**src/rtl/transmit_packet.sv**
```systemverilog
// -----------------------------------------------------------------------------
// transmit_packet
//
// Builds one 288-bit lasernet transmit packet (nine 32-bit octets) from the
// connection state machine's header fields and one 128-bit slice of the
// outgoing 640-bit message. The 16-bit one's-complement checksum is summed
// serially, one 16-bit word per cycle, and then folded. The finished packet is
// registered together with a single-cycle done pulse.
//
// Build timeline (E0 = accept edge):
//   E0       IDLE -> SUM, latch seq/ack/flags/data, cnt=0, sum=0
//   E1..E18  add word[cnt] (cnt = 0..17), E18 moves to FOLD
//   E19      fold, load packet, done<=1, back to IDLE
//
// Handshake: start is a level request sampled on each rising edge. It is
// accepted only when the FSM is in IDLE (busy=0); a start seen while busy is
// dropped, not queued. done is high for exactly one cycle per accepted build,
// and packet is stable outside the cycle that follows a FOLD edge.
//
// Ports:
//   clk      in   1    system clock
//   reset    in   1    asynchronous, active-high reset
//   start    in   1    build request, honoured only in IDLE
//   isn      in   32   initial sequence number of the connection
//   seq      in   32   sequence number to send
//   ack      in   32   acknowledgement number to send
//   flags    in   9    TCP flags
//   message  in   640  outgoing message, part k = message[128*k-1 : 128*(k-1)]
//   busy     out  1    build in progress (SUM or FOLD)
//   done     out  1    one-cycle pulse, packet just updated
//   packet   out  288  {octet1..octet9}, octet1 in [287:256]
// -----------------------------------------------------------------------------
module transmit_packet #(
    parameter logic [15:0] SRC_PORT = 16'd1111,
    parameter logic [15:0] DST_PORT = 16'd2222,
    parameter logic [15:0] WINDOW   = 16'd5
) (
    input  logic         clk,
    input  logic         reset,
    input  logic         start,
    input  logic [31:0]  isn,
    input  logic [31:0]  seq,
    input  logic [31:0]  ack,
    input  logic [8:0]   flags,
    input  logic [639:0] message,
    output logic         busy,
    output logic         done,
    output logic [287:0] packet
);

    typedef enum logic [1:0] {
        ST_IDLE = 2'b00,
        ST_SUM  = 2'b01,
        ST_FOLD = 2'b10,
        ST_BAD  = 2'b11
    } state_t;

    // State register kept as plain bits so the unused code can be reached
    // and observed from outside the FSM.
    logic [1:0]   r_state;
    state_t       w_next;

    logic         w_accept;
    logic         w_add;
    logic         w_fold;

    logic [4:0]   r_cnt;
    logic [20:0]  r_sum;
    logic [31:0]  r_seq;
    logic [31:0]  r_ack;
    logic [8:0]   r_flags;
    logic [127:0] r_data;
    logic [287:0] r_packet;
    logic         r_done;

    logic [31:0]  w_off;
    logic [127:0] w_sel_data;
    logic [287:0] w_words;
    logic [8:0]   w_lsb;
    logic [287:0] w_shift;
    logic [15:0]  w_word;
    logic [16:0]  w_s1;
    logic [15:0]  w_s2;
    logic [15:0]  w_csum;

    // ------------------------------------------------------------------
    // Data slice selection: offset of this segment within the message.
    // Offset 0 and anything past part 5 (including wrapped values) is a
    // control packet with an all-zero payload.
    // ------------------------------------------------------------------
    assign w_off = seq - isn;

    always_comb begin
        w_sel_data = 128'b0;
        case (w_off)
            32'd1:   w_sel_data = message[127:0];
            32'd2:   w_sel_data = message[255:128];
            32'd3:   w_sel_data = message[383:256];
            32'd4:   w_sel_data = message[511:384];
            32'd5:   w_sel_data = message[639:512];
            default: w_sel_data = 128'b0;
        endcase
    end

    // ------------------------------------------------------------------
    // Word stream for the checksum: the packet image with the checksum
    // field zero. word[cnt] sits at bit 272 - 16*cnt.
    // ------------------------------------------------------------------
    assign w_words = {SRC_PORT, DST_PORT, r_seq, r_ack, 7'b0, r_flags, WINDOW,
                      32'h0000_0000, r_data};
    assign w_lsb   = 9'd272 - {r_cnt, 4'b0000};
    assign w_shift = w_words >> w_lsb;
    assign w_word  = w_shift[15:0];

    // Two end-around-carry folds are enough: 18 words fit in 21 bits, and
    // after the first fold a carry out leaves a tiny low half.
    assign w_s1   = {1'b0, r_sum[15:0]} + {12'b0, r_sum[20:16]};
    assign w_s2   = w_s1[15:0] + {15'b0, w_s1[16]};
    assign w_csum = ~w_s2;

    // ------------------------------------------------------------------
    // FSM
    // ------------------------------------------------------------------
    always_ff @(posedge clk or posedge reset) begin
        if (reset) begin
            r_state <= ST_IDLE;
        end else begin
            r_state <= w_next;
        end
    end

    always_comb begin
        w_next   = ST_IDLE;
        w_accept = 1'b0;
        w_add    = 1'b0;
        w_fold   = 1'b0;
        case (r_state)
            ST_IDLE: begin
                if (start) begin
                    w_accept = 1'b1;
                    w_next   = ST_SUM;
                end
            end
            ST_SUM: begin
                w_add  = 1'b1;
                w_next = (r_cnt == 5'd17) ? ST_FOLD : ST_SUM;
            end
            ST_FOLD: begin
                w_fold = 1'b1;
                w_next = ST_IDLE;
            end
            default: begin
                w_next = ST_IDLE;
            end
        endcase
    end

    // ------------------------------------------------------------------
    // Datapath
    // ------------------------------------------------------------------
    always_ff @(posedge clk or posedge reset) begin
        if (reset) begin
            r_cnt    <= 5'd0;
            r_sum    <= 21'd0;
            r_seq    <= 32'd0;
            r_ack    <= 32'd0;
            r_flags  <= 9'd0;
            r_data   <= 128'b0;
            r_packet <= 288'b0;
            r_done   <= 1'b0;
        end else begin
            r_done <= w_fold;
            if (w_accept) begin
                r_seq   <= seq;
                r_ack   <= ack;
                r_flags <= flags;
                r_data  <= w_sel_data;
                r_cnt   <= 5'd0;
                r_sum   <= 21'd0;
            end
            if (w_add) begin
                r_sum <= r_sum + {5'b0, w_word};
                r_cnt <= r_cnt + 5'd1;
            end
            if (w_fold) begin
                r_packet <= {SRC_PORT, DST_PORT, r_seq, r_ack, 7'b0, r_flags,
                             WINDOW, w_csum, 16'h0000, r_data};
            end
        end
    end

    assign busy   = (r_state == ST_SUM) || (r_state == ST_FOLD);
    assign done   = r_done;
    assign packet = r_packet;

endmodule

```
**config.mk**
```make
export PLATFORM = sky130hd
export DESIGN_NAME = transmit_packet
export DESIGN_NICKNAME = d
export VERILOG_FILES = /design/src/rtl/transmit_packet.sv
export SDC_FILE = /design/constraint.sdc
export NUM_CORES = 2
export LEC_CHECK = 0
export ABC_CLOCK_PERIOD_IN_PS = 16300
export BUFFER_PORTS_ARGS = -buffer_cell sky130_fd_sc_hd__buf_2
export CAP_MARGIN = 0
export CORE_AREA = 2 2 408 410
export CTS_BUF_LIST = sky130_fd_sc_hd__clkbuf_8
export CTS_CLUSTER_SIZE = 12
export DETAILED_ROUTE_END_ITERATION = 12
export DIE_AREA = 0 0 410 412
export PLACE_DENSITY = 0.43
export SETUP_SLACK_MARGIN = 0.5
export SYNTH_ARGS = -nofsm -noshare
export SYNTH_HDL_FRONTEND = slang
export SYNTH_SLANG_ARGS = --single-unit
```
**constraint.sdc**
```tcl
create_clock -name clk -period 16.3 [get_ports clk]
set_clock_uncertainty 0.1 [all_clocks]
set_input_delay 3.26 -clock clk [delete_from_list [all_inputs] [get_ports clk]]
set_output_delay 3.26 -clock clk [all_outputs]
set_load 0.05 [all_outputs]
```
==> results.yml <==
status:
  status: "complete, but fails checks"
  violations: "max-capacitance violations"
yosys:
  synth_seq_area_share_pct: 39.76
  synth-xor-area-share_pct: 1.367
  synth_area_um2: 28190
  yosysWarnings: 0
  synth_area_per_cell_um2: 10.30
  synth_ff_type: "dfrtp_1"
  synthMuxAreaShare_pct: 22.46
  yosysUniqueCellTypes: 76
  synth_top_family_by_area: "multiplexers"
  ys_async_sr_fraction_pct: 100.0
  synthAdderAreaFrac_pct: 3.053
  synth_compound_area_share_pct: 14.23
  synth-simple-area-share_pct: 13.20
  synth_edf_count: 0
  synthCells: 2736
  yosys_register_bits: 448
cells_and_area:
  fill_cells: 18084
  multi_input_area_um2: 15610
  drive_gt1_share_pct: 43.15
  area_delta_synth_final_pct: 31.90
  final_cell_mix: "buf_2, dfrtp_1, mux2_2"
  nets: 4431
  final_util_pct: 22.64
  seqCellArea_um2: 11220
  final_common_cell: "buf_2"
  stdcell_count: 5906
  fin_area_um2: 37190
worst_hold_path:
  hold_path.class: "flop to flop"
  hold_depth: 1
  hp-start: "r_sum[20]$_DFFE_PP0P_"
critical_path:
  reg2reg_depth: 16
  startpoint_type: "input pin"
  crit_path_end_kind: "flop"
  cp_common_cell: "buf_4"
  crit_family: "buffers and inverters"
  worstSetupPathType: "input pin to flop"
  crit_path_max_incr_delay_ns: 0.88
  r2r_start: "r_cnt[1]$_DFFE_PP0P_"
  worstPathRequired_ns: 16.92
  crit_chain: "buf_2 -> inv_1 -> buf_4 -> ha_1 -> fa_4 -> nor2b_1 -> o211ai_1 -> a311o_1 -> o21ai_1 -> xnor2_1 -> o21ai_0 -> nor4_1 -> nand4_1 -> buf_4 -> nor4_2 -> buf_4 -> a221o_1"
  slowest_stage: "buf_4"
  crit_arrival_ns: 8.75
  cp_num_cells: 17
  crit_fanout: 76
  crit_path_start: "seq[0]"
  cp_num_buf_inv: 5
detailed_routing:
  drc_errors: 0
  vias_per_cell: 4.594
  topRoutingLayerUsed: "met5"
  ant_nets: 0
  met3_length_mm: 11.52
  wire_per_inst_um: 28.81
  drtIter0Drc: 2009
  dr_wl_met2_mm: 78.35
  drt-met1-wl_mm: 73.93
  dr.pass1.iters: 5
  dr_total_vias: 27133
  wl_mm: 170.1
global_routing:
  grt_max_degree: 128
  gr-usage-all-layers_pct: 19.35
  grt_pass1_wl_mm: 225.5
  grt.overflow.total: 0
  grt_pass1_vias: 26159
  antenna_found_initial: 84
pwr:
  leakagePower_nw: 17.95
  p_per_area_nw_per_um2: 126.1
  power.total_mw: 4.689
  vdd_drop_max_mv: 0.07284
placement:
  io_buffers: 980
  hpwl_mm: 135.9
  post-place-ws_ns: 7.401
  place.gp.congestion: 0.8817
  placed_cells: 5709
  placed_cell_area_um2: 35180
floorplanning:
  fp.dieH_um: 412
  core_um2: 164200
  die_x_um: 410
  start_util_pct: 17.17
  ios: 1038
  dieArea_um2: 168900
  rows: 149
clock_network:
  post_cts_buffers: 0
  hold_buffers: 0
  htreeDepth: 3
  clockBufferDepth: 3
  cts.sinks: 448
  cts_resized: 0
  cts_buffers: 94
  clk_latency_ns: 0.83
  cts.clk_slew.worst_paths_ns: 0.06
  cts_tree: "done"
  root_buffer: "clkbuf_8"
sta:
  setup_tns_ns: 0
  post-route-period-util_pct: 49.89
  finalHoldViolations: 0
  fmax_ghz: 0.1230
  maxSlewViolCount: 0
  rsz0062_at_grt: "false"
  finalSetupViolCount: 0
  min_period_ns: 8.132
  hold_ws_ns: 0.3849
  worst_pin_slew_ns: 1.450
  worst_slack_ns: 8.168
  slew_headroom_pct: 0.8652
flow_run:
  max_cap_viol_count: 1
[registers in the layout (all words and copies together), names as in the netlist]
register	count
packet	218
r_data	128
r_ack	32
r_seq	32
r_sum	21
r_flags	9
r_cnt	5
r_state	2
done	1
[layer usage]
metal	vias up	track usage [%]
met4	14	7.106
met1	13686	26.13
met2	1164	30.61
met3	247	3.647
li1	12022	-
met5	-	0
[final timing paths]
kind	endpoint	slack, ns
max	r_data[66]$_DFFE_PP0P_	8.17
min	r_sum[20]$_DFFE_PP0P_	0.38
max reg2reg	r_sum[17]$_DFFE_PP0P_	10.30
min reg2reg	r_sum[20]$_DFFE_PP0P_	0.38
max in group asynchronous	r_data[8]$_DFFE_PP0P_	10.79
min in group asynchronous	packet[254]$_DFFE_PP0P_	2.54
[power breakdown]
part	internal (mW)	total, mW	switching, mW
registers	1.28	1.53	0.248
logic	0.687	1.87	1.19
clock network	0.674	1.29	0.611
[synth_stat cells, types with 4 or more instances]
| master | instances | area [um^2] |
|---|---|---|
| and2_1 | 6 | 37.54 |
| o221ai_1 | 4 | 35.03 |
| buf_2 | 17 | 85.08 |
| nand3_1 | 156 | 780.8 |
| and3_1 | 7 | 43.79 |
| buf_1 | 22 | 82.58 |
| dfrtp_1 | 448 | 11210 |
| xor2_1 | 16 | 140.1 |
| a2111oi_0 | 129 | 1130 |
| a21oi_1 | 62 | 310.3 |
| buf_4 | 72 | 540.5 |
| nor3b_1 | 4 | 30.03 |
| a31oi_1 | 11 | 68.82 |
| or3_1 | 137 | 857.1 |
| mux2_2 | 341 | 3840 |
| nor4_1 | 11 | 68.82 |
| a21o_1 | 15 | 112.6 |
| nor2_1 | 53 | 198.9 |
| o21bai_1 | 6 | 45.04 |
| nand2b_1 | 9 | 56.30 |
| inv_1 | 55 | 206.5 |
| o22ai_1 | 7 | 43.79 |
| o31ai_1 | 7 | 52.55 |
| nor2b_1 | 8 | 50.05 |
| a211oi_1 | 10 | 75.07 |
| mux4_2 | 48 | 1081 |
| a32oi_1 | 10 | 87.58 |
| nor3_1 | 20 | 100.1 |
| clkbuf_1 | 198 | 743.2 |
| nand4_1 | 12 | 75.07 |
| o211ai_1 | 6 | 45.04 |
| ha_1 | 64 | 800.8 |
| a221o_1 | 128 | 1281 |
| o21a_1 | 5 | 37.54 |
| nand2_1 | 335 | 1257 |
| a22oi_1 | 6 | 45.04 |
| o21ai_0 | 55 | 275.3 |
| or2_2 | 5 | 31.28 |
| xnor2_1 | 28 | 245.2 |
| mux2i_1 | 141 | 1411 |
[final cells by class]
type                       instances  area share, %
clock inverter                    54         0.8715
multi-input combinational       1978          41.99
clock buffer                     118          4.367
antenna                           25         0.1682
timing repair buffer            1038          14.50
sequential                       448          30.17
tap                             2189          7.365
inverter                          56         0.5754
[logic make-up after synthesis]
logic type      after synthesis
compound gates              501
xor+xnor                     44
fa+ha+maj                    67
buf+inv                     366
flops                       448
mux                         530
other cells                   1
simple gates                779
Power figures use the tool's default switching activity.
